`src/rtl/mario_pkg.sv`:
```
// Shared types, constants and sprite art for the Mario sprite fetch stage.
package mario_pkg;

    localparam int unsigned SPRITE_W  = 16;
    localparam int unsigned ANIM_DIV  = 4;
    localparam int unsigned NUM_WALK  = 3;
    localparam int unsigned NUM_FRAME = NUM_WALK + 2;
    localparam int unsigned ROM_DEPTH = NUM_FRAME * SPRITE_W * SPRITE_W;
    localparam int unsigned ROM_AW    = 11;

    typedef logic [3:0] pal_idx_t;

    localparam pal_idx_t TRANSPARENT_IDX = 4'h0;

    typedef enum logic [2:0] {
        FR_STAND = 3'd0,
        FR_WALK1 = 3'd1,
        FR_WALK2 = 3'd2,
        FR_WALK3 = 3'd3,
        FR_JUMP  = 3'd4
    } frame_e;

    typedef enum logic {
        FACE_RIGHT = 1'b0,
        FACE_LEFT  = 1'b1
    } face_e;

    // Sprite art as a closed-form table: addr = {frame, row, col}.
    // Cross term row*col keeps columns asymmetric so mirroring is visible.
    // Addresses beyond the last frame read as transparent.
    function automatic pal_idx_t sprite_art(logic [ROM_AW-1:0] addr);
        logic [7:0] f;
        logic [7:0] r;
        logic [7:0] c;
        logic [7:0] s;
        f = {5'd0, addr[10:8]};
        r = {4'd0, addr[7:4]};
        c = {4'd0, addr[3:0]};
        s = f * 8'd7 + r * 8'd5 + c * 8'd3 + r * c;
        if (addr[10:8] > FR_JUMP) begin
            return TRANSPARENT_IDX;
        end
        return s[3:0];
    endfunction

endpackage

```
`src/rtl/mario_sprite_rom.sv`:
```
// 1280x4 synchronous-read sprite ROM; one-cycle read latency.
module mario_sprite_rom
    import mario_pkg::*;
(
    input  logic              clk_i,
    input  logic [ROM_AW-1:0] addr_i,
    output pal_idx_t          data_o
);

    pal_idx_t data_d;
    pal_idx_t data_q;

    // Table lookup for the addressed pixel.
    always_comb begin
        data_d = sprite_art(addr_i);
    end

    // Registered read port.
    always_ff @(posedge clk_i) begin
        data_q <= data_d;
    end

    assign data_o = data_q;

endmodule

```
`src/rtl/mario_sprite_fetch.sv`:
```
// Per-pixel Mario sprite fetch: per-frame state latch with walk animation,
// plus a fixed two-stage pixel pipeline into the sprite ROM.
module mario_sprite_fetch
    import mario_pkg::*;
(
    input  logic       Clk,
    input  logic       Reset,
    input  logic       frame_start,
    input  logic       pixel_valid,
    input  logic [9:0] DrawX,
    input  logic [9:0] DrawY,
    input  logic [9:0] BallX,
    input  logic [9:0] BallY,
    input  logic [9:0] BallS,
    output pal_idx_t   sprite_pix_idx,
    output logic       sprite_hit,
    output logic       sprite_valid
);

    localparam int unsigned ANIM_W = $clog2(ANIM_DIV);
    localparam logic [ANIM_W-1:0] ANIM_LAST = ANIM_W'(ANIM_DIV - 1);
    localparam frame_e LAST_WALK = frame_e'(3'(NUM_WALK));
    localparam logic [10:0] SPRITE_W11 = 11'(SPRITE_W);

    // Only the 16-pixel size is supported; the size input is intentionally ignored.
    logic unused_ball_s;
    assign unused_ball_s = ^BallS;

    // Frame-latched Mario state
    logic [9:0]        cur_x_q, cur_x_d;
    logic [9:0]        cur_y_q, cur_y_d;
    face_e             facing_q, facing_d;
    frame_e            walk_frame_q, walk_frame_d;
    frame_e            frame_sel_q, frame_sel_d;
    logic [ANIM_W-1:0] anim_cnt_q, anim_cnt_d;

    // Pipeline stages
    logic              s1_in_box_q, s1_in_box_d;
    logic              s1_valid_q, s1_valid_d;
    logic [ROM_AW-1:0] s1_addr_q, s1_addr_d;
    logic              s2_in_box_q, s2_in_box_d;
    logic              s2_valid_q, s2_valid_d;
    pal_idx_t          rom_q;

    // Frame latch: facing, animation counter and frame select from the motion deltas.
    always_comb begin
        cur_x_d      = cur_x_q;
        cur_y_d      = cur_y_q;
        facing_d     = facing_q;
        walk_frame_d = walk_frame_q;
        frame_sel_d  = frame_sel_q;
        anim_cnt_d   = anim_cnt_q;
        if (frame_start) begin
            if (BallX > cur_x_q) begin
                facing_d = FACE_RIGHT;
            end else if (BallX < cur_x_q) begin
                facing_d = FACE_LEFT;
            end
            if (BallX != cur_x_q) begin
                if (anim_cnt_q == ANIM_LAST) begin
                    anim_cnt_d = '0;
                    if (walk_frame_q == FR_STAND || walk_frame_q >= LAST_WALK) begin
                        walk_frame_d = FR_WALK1;
                    end else begin
                        walk_frame_d = frame_e'(walk_frame_q + 3'd1);
                    end
                end else begin
                    anim_cnt_d = anim_cnt_q + 1'b1;
                end
            end else begin
                anim_cnt_d   = '0;
                walk_frame_d = FR_STAND;
            end
            // Rising beats walking
            frame_sel_d = (BallY < cur_y_q) ? FR_JUMP : walk_frame_d;
            cur_x_d     = BallX;
            cur_y_d     = BallY;
        end
    end

    // S1: box test against the pre-latch position and ROM address formation.
    always_comb begin
        logic [10:0] x_end;
        logic [10:0] y_end;
        logic [3:0]  col;
        logic [3:0]  row;
        // 11-bit ends so a sprite near the right/bottom edge clips instead of wrapping
        x_end = {1'b0, cur_x_q} + SPRITE_W11;
        y_end = {1'b0, cur_y_q} + SPRITE_W11;
        col   = DrawX[3:0] - cur_x_q[3:0];
        row   = DrawY[3:0] - cur_y_q[3:0];
        s1_in_box_d = pixel_valid
                      && (DrawX >= cur_x_q) && ({1'b0, DrawX} < x_end)
                      && (DrawY >= cur_y_q) && ({1'b0, DrawY} < y_end);
        s1_valid_d  = pixel_valid;
        s1_addr_d   = {frame_sel_q, row, (facing_q == FACE_LEFT) ? ~col : col};
        s2_in_box_d = s1_in_box_q;
        s2_valid_d  = s1_valid_q;
    end

    // State and pipeline registers with synchronous reset.
    always_ff @(posedge Clk) begin
        if (Reset) begin
            cur_x_q      <= '0;
            cur_y_q      <= '0;
            facing_q     <= FACE_RIGHT;
            walk_frame_q <= FR_STAND;
            frame_sel_q  <= FR_STAND;
            anim_cnt_q   <= '0;
            s1_in_box_q  <= 1'b0;
            s1_valid_q   <= 1'b0;
            s1_addr_q    <= '0;
            s2_in_box_q  <= 1'b0;
            s2_valid_q   <= 1'b0;
        end else begin
            cur_x_q      <= cur_x_d;
            cur_y_q      <= cur_y_d;
            facing_q     <= facing_d;
            walk_frame_q <= walk_frame_d;
            frame_sel_q  <= frame_sel_d;
            anim_cnt_q   <= anim_cnt_d;
            s1_in_box_q  <= s1_in_box_d;
            s1_valid_q   <= s1_valid_d;
            s1_addr_q    <= s1_addr_d;
            s2_in_box_q  <= s2_in_box_d;
            s2_valid_q   <= s2_valid_d;
        end
    end

    mario_sprite_rom u_rom (
        .clk_i  (Clk),
        .addr_i (s1_addr_q),
        .data_o (rom_q)
    );

    // Outputs: gate the ROM word with the delayed box flag.
    always_comb begin
        sprite_pix_idx = s2_in_box_q ? rom_q : TRANSPARENT_IDX;
        sprite_hit     = s2_in_box_q && (rom_q != TRANSPARENT_IDX);
        sprite_valid   = s2_valid_q;
    end

endmodule

```
`config.mk`:
```
export PLATFORM = sky130hd
export DESIGN_NAME = mario_sprite_fetch
export DESIGN_NICKNAME = d
export VERILOG_FILES = /design/src/rtl/mario_pkg.sv /design/src/rtl/mario_sprite_rom.sv /design/src/rtl/mario_sprite_fetch.sv
export SDC_FILE = /design/constraint.sdc
export NUM_CORES = 1
export LEC_CHECK = 0
export ABC_CLOCK_PERIOD_IN_PS = 6300
export BUFFER_PORTS_ARGS = -buffer_cell sky130_fd_sc_hd__buf_2
export CAP_MARGIN = 10
export CORE_MARGIN = 5
export CORE_UTILIZATION = 45
export CTS_CLUSTER_SIZE = 16
export DETAILED_ROUTE_END_ITERATION = 7
export GPL_ROUTABILITY_DRIVEN = 1
export PLACE_DENSITY = 0.73
export SYNTH_ARGS = -nofsm -noshare
export SYNTH_HDL_FRONTEND = slang
export SYNTH_SLANG_ARGS = --single-unit
```
`constraint.sdc`:
```
create_clock -name Clk -period 6.3 [get_ports Clk]
set_input_delay 0.945 -clock Clk [delete_from_list [all_inputs] [get_ports Clk]]
set_output_delay 0.945 -clock Clk [all_outputs]
set_load 0.02 [all_outputs]
```
==> metrics.log, run 1 <==
INFO  metric timing.critical_path.slowest_stage_cell = sky130_fd_sc_hd__fa_1
INFO  metric floorplan.die_area = 10200 µm²
INFO  metric avgRoutedWirePerCell = 13.2 µm
INFO  metric first_iter_violations = 100
INFO  metric setup_violations = 0
INFO  metric hold_slack = 458 ps
INFO  metric fin_total_pwr = 849 µW
INFO  metric reg2reg_setup_slack = 2140 ps
INFO  metric max_cap_violations = 0
INFO  metric yosys_warnings = 0
INFO  metric synth_seq_cells = 48
INFO  metric drt_antenna_net_count = 0
INFO  metric post-place-cells = 561
INFO  metric die_height = 101 µm
INFO  metric critical_path_buf_inv_count = 1
INFO  metric synth.distinct_cells = 43
INFO  metric routed_vias = 2901
INFO  metric gp_congestion = 0.876
INFO  metric worst_ep_arrival_time = 4400 ps
INFO  metric global_route.overflow_total = 0
INFO  metric cts.root.buffer_cell = sky130_fd_sc_hd__clkbuf_8
INFO  metric synth-async-reset-ratio = 0
INFO  metric wirelength_routed = 7.49 mm
INFO  metric route.detailed.drc = 0
INFO  metric tritoncts_num_sinks = 48
INFO  metric placement.cell_area = 4070 µm²
INFO  metric synth_flop_cell = sky130_fd_sc_hd__dfxtp_1
INFO  metric netlist_top_cells_area = sky130_fd_sc_hd__dfxtp_1 (26%), sky130_fd_sc_hd__ha_1 (24%), sky130_fd_sc_hd__xnor2_1 (6.1%)
INFO  metric syn_inst = 416
INFO  metric cts_hold_buf = 0
INFO  metric timing.critical_path.to_type = register
INFO  metric floorplan.io_pins = 60
INFO  metric post_drt_via_cell_ratio = 5.10
INFO  metric post_route_cells_drive_above_1_share = 0.129
INFO  metric worst_hold_path_type = register to register
INFO  metric timing.max_slew.rel_slack = 0.455
INFO  metric slew_violations = 0
INFO  metric netlist_area = 3730 µm²
INFO  metric kind_of_cell_with_the_highest_combined_delay_on_the_critical_path = adder cells
INFO  metric area_growth_syn_to_layout = 12.0%
INFO  metric core_area = 8130 µm²
INFO  metric cts_resized = 0
INFO  metric final_net_count = 598
INFO  metric seqCellArea = 961 µm²
INFO  metric yosysTopAreaCell = sky130_fd_sc_hd__dfxtp_1
INFO  metric multi_input_logic_area = 2530 µm²
INFO  metric cellLeakagePower = 1.96 nW
INFO  metric count_of_flip_flops_with_a_built_in_enable_after_synthesis = 0
INFO  metric count_of_port_buffers_added_during_placement = 49
INFO  metric report.final.hold_viol_count = 0
INFO  metric setup_total_negative_slack = 0 ps
INFO  metric tritoncts = built
INFO  metric worst-setup-path-type = register to register
INFO  metric grt_antenna_before_repair = 0
INFO  metric grt_pass1_wl = 13.4 mm
INFO  metric pre_repair_dr_iteration_count = 5
INFO  metric synth_top_area_frac = 0.258
INFO  metric synthesis.nets = 551
INFO  metric synth.yosys.seq_area_share = 0.258
INFO  metric post-route-min-period = 4160 ps
INFO  metric setup_repair_after_global_routing_missed_its_margin = no
INFO  metric worst_path_largest_cell_delay = 580 ps
INFO  metric fp-row-count = 33
INFO  metric grt_max_degree = 44
INFO  metric later_pin_clock_latency_in_the_skew_report = 300 ps
INFO  metric grt_pass1_vias = 3042
INFO  metric start_util = 0.459
INFO  metric dominant_cell_by_count_in_the_synthesized_netlist = sky130_fd_sc_hd__ha_1
INFO  metric post_route_design_area = 4180 µm²
INFO  metric post-dp-hpwl = 6.17 mm
INFO  metric critical_path_startpoint_category = register
INFO  metric cts_post_setup_buffers_inserted = 0
INFO  metric crit_chain = nand2_1 -> fa_1 -> fa_1 -> fa_1 -> inv_1 -> fa_1 -> ha_1 -> ha_1 -> xor2_1 -> xnor2_1 -> xnor2_1 -> xnor2_1 -> xnor2_1 -> mux2i_1
INFO  metric layout_worst_path_cycle_share = 0.661
INFO  metric width_of_the_die = 101 µm
INFO  metric synth.top_cells.by_count = sky130_fd_sc_hd__ha_1 (72), sky130_fd_sc_hd__inv_1 (53), sky130_fd_sc_hd__dfxtp_1 (48)
INFO  metric worst_ir_drop_vdd = 0.000104 V
INFO  metric cp_data_required_time = 6530 ps
INFO  metric max_freq = 0.240 GHz
INFO  metric antenna_cells_inserted = 0
INFO  metric final_cell_count_no_fill = 569
INFO  metric tritoncts_buffers = 5
INFO  metric worst_setup_hold_path_clk_slew = 90 ps
INFO  metric max_slew.worst_pin.slew = 817 ps
INFO  metric h-tree-depth = 2
INFO  metric cts_buffer_depth = 2
INFO  metric power_density = 203 nW/µm²
INFO  metric critical_path.max_fanout = 6
INFO  metric layout.filler_cells = 741
INFO  metric outcome = complete, no violations
INFO  metric worst_clock_skew = 10.3 ps
INFO  metric globalRouteTotalUtil = 0.161
INFO  metric syn-mean-instance-area = 8.97 µm²
[worst register-to-register path: cells and delay by family, from the launching register on]
kind | cells | cell delay, ps
muxes | 1 | 200
and+or+nand+nor | 1 | 110
DFF | 1 | 440
buffers and inverters | 1 | 60
xor gates and xnor gates | 5 | 790
adders and majority gates | 6 | 2500
[flip-flops by register name, summed over array words and instances (netlist names)]
register / flops
s2_in_box_q: 1
facing_q: 1
s1_in_box_q: 1
cur_y_q: 10
cur_x_q: 10
anim_cnt_q: 2
frame_sel_q: 3
s1_valid_q: 1
sprite_valid: 1
s1_addr_q: 11
u_rom.data_o: 4
walk_frame_q: 3
[metrics by stage]
step	util	setup WS (ps)
3_5_place_dp	0.501	2100
2_1_floorplan	-	2350
6_report	0.514	2140
5_1_grt	0.514	1870
3_3_place_gp	0.501	2180
4_1_cts	0.514	2070
[logic make-up after synthesis]
kind of cell    Yosys count  share of synthesized area
buf+inv                  62                     0.0630
flops                    48                      0.258
fa+ha+maj                81                      0.290
mux                      21                     0.0563
compound gates           61                      0.116
xor+xnor                 32                     0.0751
simple gates            111                      0.143
[metal layers]
layer / up-vias / part of all wire / GRT usage
met5: - / 0 / 0
met2: 46 / 0.49 / 0.281
met3: 9 / 0.041 / 0.0318
li1: 1504 / - / -
met4: 0 / 0.011 / 0.0307
met1: 1342 / 0.46 / 0.205
[where the power goes]
part           leakage, nW  switching [mW]  internal [mW]  total [mW]
Combinational         1.51           0.138          0.134       0.271
Clock               0.0552           0.104          0.118       0.222
Sequential           0.396          0.0221          0.334       0.356
[layout by cell type (no fill, tap or decap), types with 10 or more instances in the layout]
cell type | netlist | final
sky130_fd_sc_hd__nand2_1 | 20 | 20
sky130_fd_sc_hd__nor2_1 | 37 | 37
sky130_fd_sc_hd__a21oi_1 | 20 | 20
sky130_fd_sc_hd__inv_1 | 53 | 53
sky130_fd_sc_hd__nor2b_1 | 12 | 12
sky130_fd_sc_hd__nand3_1 | 10 | 10
sky130_fd_sc_hd__xnor2_1 | 26 | 26
sky130_fd_sc_hd__dfxtp_1 | 48 | 48
sky130_fd_sc_hd__buf_2 | 2 | 49
sky130_fd_sc_hd__mux2i_1 | 21 | 21
sky130_fd_sc_hd__ha_1 | 72 | 72
[final timing paths]
kind | cells after the start | start | endpoint
max | 14 | s1_addr_q[4] | u_rom.data_o[3]
max reg2reg | 14 | s1_addr_q[4] | u_rom.data_o[3]
min | 1 | frame_sel_q[1] | s1_addr_q[9]
min reg2reg | 1 | frame_sel_q[1] | s1_addr_q[9]
[layout make-up]
type | count | share of cell area
timing repair buffer | 49 | 0.0587
inverter | 53 | 0.0476
sequential | 48 | 0.230
clock inverter | 2 | 0.00838
tap | 105 | 0.0314
clock buffer | 6 | 0.0174
multi-input combinational | 306 | 0.607
(Power assumes the default switching activity.)
==> inputs of run 2 (changes only) <==
--- a/config.mk
+++ b/config.mk
@@ -5,7 +5,7 @@
 export SDC_FILE = /design/constraint.sdc
 export NUM_CORES = 1
 export LEC_CHECK = 0
-export ABC_CLOCK_PERIOD_IN_PS = 6300
+export ABC_CLOCK_PERIOD_IN_PS = 3600
 export BUFFER_PORTS_ARGS = -buffer_cell sky130_fd_sc_hd__buf_2
 export CAP_MARGIN = 10
 export CORE_MARGIN = 5
@@ -13,7 +13,7 @@
 export CTS_CLUSTER_SIZE = 16
 export DETAILED_ROUTE_END_ITERATION = 7
 export GPL_ROUTABILITY_DRIVEN = 1
-export PLACE_DENSITY = 0.73
+export PLACE_DENSITY = 0.75
 export SYNTH_ARGS = -nofsm -noshare
 export SYNTH_HDL_FRONTEND = slang
 export SYNTH_SLANG_ARGS = --single-unit
==> constraint.sdc (replaced) <==
create_clock -name Clk -period 3.6 [get_ports Clk]
set_input_delay 0.54 -clock Clk [delete_from_list [all_inputs] [get_ports Clk]]
set_output_delay 0.54 -clock Clk [all_outputs]
set_load 0.02 [all_outputs]
==> run 2 against run 1 <==
  * The run now ends with setup timing left
  * Non-clock buffer count grew 6
  * Register-to-register slack lost 2500 ps
  * Sequential power grew 74%
  * Fmax grew 6.1%
  * First-iteration DRC count grew 37%
  * Critical path depth is the same
  * Worst hold slack lost 13 ps
  * Critical endpoint unchanged
  * Largest power group unchanged
==> metrics.log, run 2 (synthesis results as in run 1) <==
INFO  metric outcome = complete, but fails checks
INFO  metric violated_checks = setup timing
INFO  metric worst_ep_arrival_time = 4170 ps (-230 ps)
INFO  metric comb_power_share = 0.358 (+0.039)
INFO  metric final_net_count = 604 (+1.0%)
INFO  metric max_slew.worst_pin.slew = 833 ps (+16.4 ps)
INFO  metric grt_busiest_layer = met2
INFO  metric worst_clock_skew = 7.32 ps (-2.96 ps)
INFO  metric critical_path_startpoint_category = register
INFO  metric h-tree-depth = 2 (unchanged)
INFO  metric power.share.switching = 0.329 (+0.0180)
INFO  metric global_route.usage.met2 = 0.313 (+0.0317)
INFO  metric grt_antenna_before_repair = 0 (unchanged)
INFO  metric cts_hold_buf = 0 (unchanged)
INFO  metric grt_util_met1 = 0.197 (-0.00746)
INFO  metric grt_pass1_vias = 3156 (+3.7%)
INFO  metric setup_repair_after_global_routing_missed_its_margin = yes
INFO  metric critical_path.max_fanout = 2 (-4)
INFO  metric finalWorstSetupSlack = -325 ps (-2460 ps)
INFO  metric timing.critical_path.to_type = register
INFO  metric final_cell_count_no_fill = 575 (+1.1%)
INFO  metric worst_ir_drop_vdd = 0.000139 V (+34%)
INFO  metric cts_post_setup_buffers_inserted = 0 (unchanged)
INFO  metric route.detailed.drc = 0 (unchanged)
INFO  metric cp_data_required_time = 3840 ps (-2690 ps)
INFO  metric core_area = 8130 µm² (unchanged)
INFO  metric max_cap_violations = 0 (unchanged)
INFO  metric post-route-min-period = 3920 ps (-238 ps)
INFO  metric floorplan.io_pins = 60 (unchanged)
INFO  metric slew_violations = 0 (unchanged)
INFO  metric place_worst_setup_slack = -378 ps (-2480 ps)
INFO  metric mostFrequentLayoutCell = sky130_fd_sc_hd__ha_1
INFO  metric max_freq = 0.255 GHz (+6.1%)
INFO  metric worst_hold_path_type = register to register
INFO  metric worst-setup-path-type = register to register
INFO  metric grt_pass1_wl = 13.9 mm (+3.7%)
INFO  metric timing.critical_path.slowest_stage_cell = sky130_fd_sc_hd__fa_1
INFO  metric tritoncts_num_sinks = 48 (unchanged)
INFO  metric tritoncts = built
INFO  metric power_density = 353 nW/µm² (+74%)
INFO  metric global_route.overflow_total = 0 (unchanged)
INFO  metric first_iter_violations = 137 (+37%)
INFO  metric avgRoutedWirePerCell = 14.0 µm (+6.4%)
INFO  metric area_growth_syn_to_layout = 14.1%
INFO  metric wirelength_routed = 8.05 mm (+7.6%)
INFO  metric post-place-cells = 567 (+1.1%)
INFO  metric worst_path_largest_cell_delay = 560 ps (-20 ps)
INFO  metric power_frac_clock = 0.230 (-0.031)
INFO  metric cts_buffer_depth = 2 (unchanged)
INFO  metric largest_register_ffs = 11 (unchanged)
INFO  metric biggest_regs = s1_addr_q (11), cur_x_q (10), cur_y_q (10)
INFO  metric timing.max_slew.rel_slack = 0.444 (-0.0110)
INFO  metric die_height = 101 µm (unchanged)
INFO  metric floorplan.die_area = 10200 µm² (unchanged)
INFO  metric internal_power = 1.01 mW (+72%)
INFO  metric post-dp-hpwl = 6.46 mm (+4.7%)
INFO  metric post_route_cells_drive_above_1_share = 0.164 (+0.0345)
INFO  metric antenna_cells_inserted = 0 (unchanged)
INFO  metric worst_setup_hold_path_clk_slew = 90 ps (about the same)
INFO  metric routed_vias = 2953 (+1.8%)
INFO  metric p_sw = 493 µW (+87%)
INFO  metric layout_worst_path_cycle_share = 1.09 (+0.429)
INFO  metric globalRouteTotalUtil = 0.170 (+0.00950)
INFO  metric grt_max_degree = 44 (unchanged)
INFO  metric setup_violations = 1 (+1)
INFO  metric count_of_port_buffers_added_during_placement = 49 (unchanged)
INFO  metric tritoncts_buffers = 5 (unchanged)
INFO  metric met3_usage = 0.0360 (+0.00415)
INFO  metric register_share_of_total_power = 0.413 (-0.006)
INFO  metric pre_repair_dr_iteration_count = 4 (-1)
INFO  metric cts.root.buffer_cell = sky130_fd_sc_hd__clkbuf_8
INFO  metric cellLeakagePower = 1.98 nW (+1.0%)
INFO  metric fp-row-count = 33 (unchanged)
INFO  metric width_of_the_die = 101 µm (unchanged)
INFO  metric max_flop_register = s1_addr_q
INFO  metric drt_antenna_net_count = 0 (unchanged)
INFO  metric gp_congestion = 0.864 (-1.4%)
INFO  metric post_drt_via_cell_ratio = 5.14 (+0.73%)
INFO  metric later_pin_clock_latency_in_the_skew_report = 310 ps (about the same)
INFO  metric report.final.hold_viol_count = 0 (unchanged)
INFO  metric crit_chain = nand2_2 -> fa_1 -> fa_1 -> fa_1 -> inv_1 -> fa_1 -> ha_4 -> ha_4 -> xor2_2 -> xnor2_1 -> xnor2_1 -> xnor2_1 -> xnor2_1 -> mux2i_1
INFO  metric start_util = 0.459 (unchanged)
INFO  metric mostFrequentLayoutCells = sky130_fd_sc_hd__ha_1 (70), sky130_fd_sc_hd__inv_1 (53), sky130_fd_sc_hd__buf_2 (49)
-- run 2: changes by cell type in the layout (fill, tap and decap cells not counted), moves of 2 or more --
| cell | change |
|---|---|
| sky130_fd_sc_hd__ha_4 | +2 |
| sky130_fd_sc_hd__nand2_1 | -2 |
| sky130_fd_sc_hd__dfxtp_2 | +6 |
| sky130_fd_sc_hd__dfxtp_1 | -6 |
| sky130_fd_sc_hd__nand2_2 | +2 |
| sky130_fd_sc_hd__buf_4 | +6 |
| sky130_fd_sc_hd__ha_1 | -2 |
-- run 2: timing repair --
| action | CTS | global route |
|---|---|---|
| gates resized for setup | 1 | 4 |
| setup endpoints to repair | 1 | 1 |
| pin swaps | 0 | 9 |
| hold endpoints to repair | 0 | 0 |
-- run 2: path summary, 6_finish.rpt --
path                start               to  slack [ps]  cells after the start
max reg2reg  s1_addr_q[6]  u_rom.data_o[3]        -320                     14
max          s1_addr_q[6]  u_rom.data_o[3]        -320                     14
min reg2reg    s1_valid_q     sprite_valid         440                      1
min            s1_valid_q     sprite_valid         440                      1
-- run 2: critical path, delay by kind of cell (launching register included) --
kind          cells  cell delay, ps
xor+xnor          5             800
buf+inv           1              50
fa+ha+maj         6            2400
mux               1             200
simple gates      1              60
flops             1             340
-- run 2: power by group through the flow --
stage          Sequential (mW)  Clock (mW)  Combinational [mW]
6_report                 0.619       0.345               0.537
5_1_grt                  0.628       0.387               0.614
4_1_cts                  0.619       0.361               0.506
3_5_place_dp             0.631           0               0.503
3_3_place_gp             0.628           0               0.481
2_1_floorplan            0.625           0               0.372
-- run 2: routing by layer --
| layer | up-vias | part of all wire |
|---|---|---|
| met3 | 11 | 0.046 |
| met5 | - | 0 |
| met4 | 0 | 0.016 |
| met2 | 66 | 0.51 |
| met1 | 1369 | 0.42 |
| li1 | 1507 | - |
-- run 2: stage by stage --
step	utilization	area (µm²)	hold slack, ps	power (mW)	setup TNS [ps]
after CTS	0.519	4220	452	1.49	-379
after global placement	0.508	4130	427	1.11	-252
final	0.523	4260	445	1.50	-325
after global routing	0.523	4260	473	1.63	-499
after detailed placement	0.508	4130	431	1.13	-378
after floorplan	-	3740	414	0.997	-193
-- run 2: cell type report --
type	instances	area, µm²
clock buffers	7	86.3
clock inverters	1	7.51
fillers	780	3880
inverters	53	199
multi-input cells	306	2570
flip-flops and latches	48	968
well taps	105	131
repair buffers	55	290
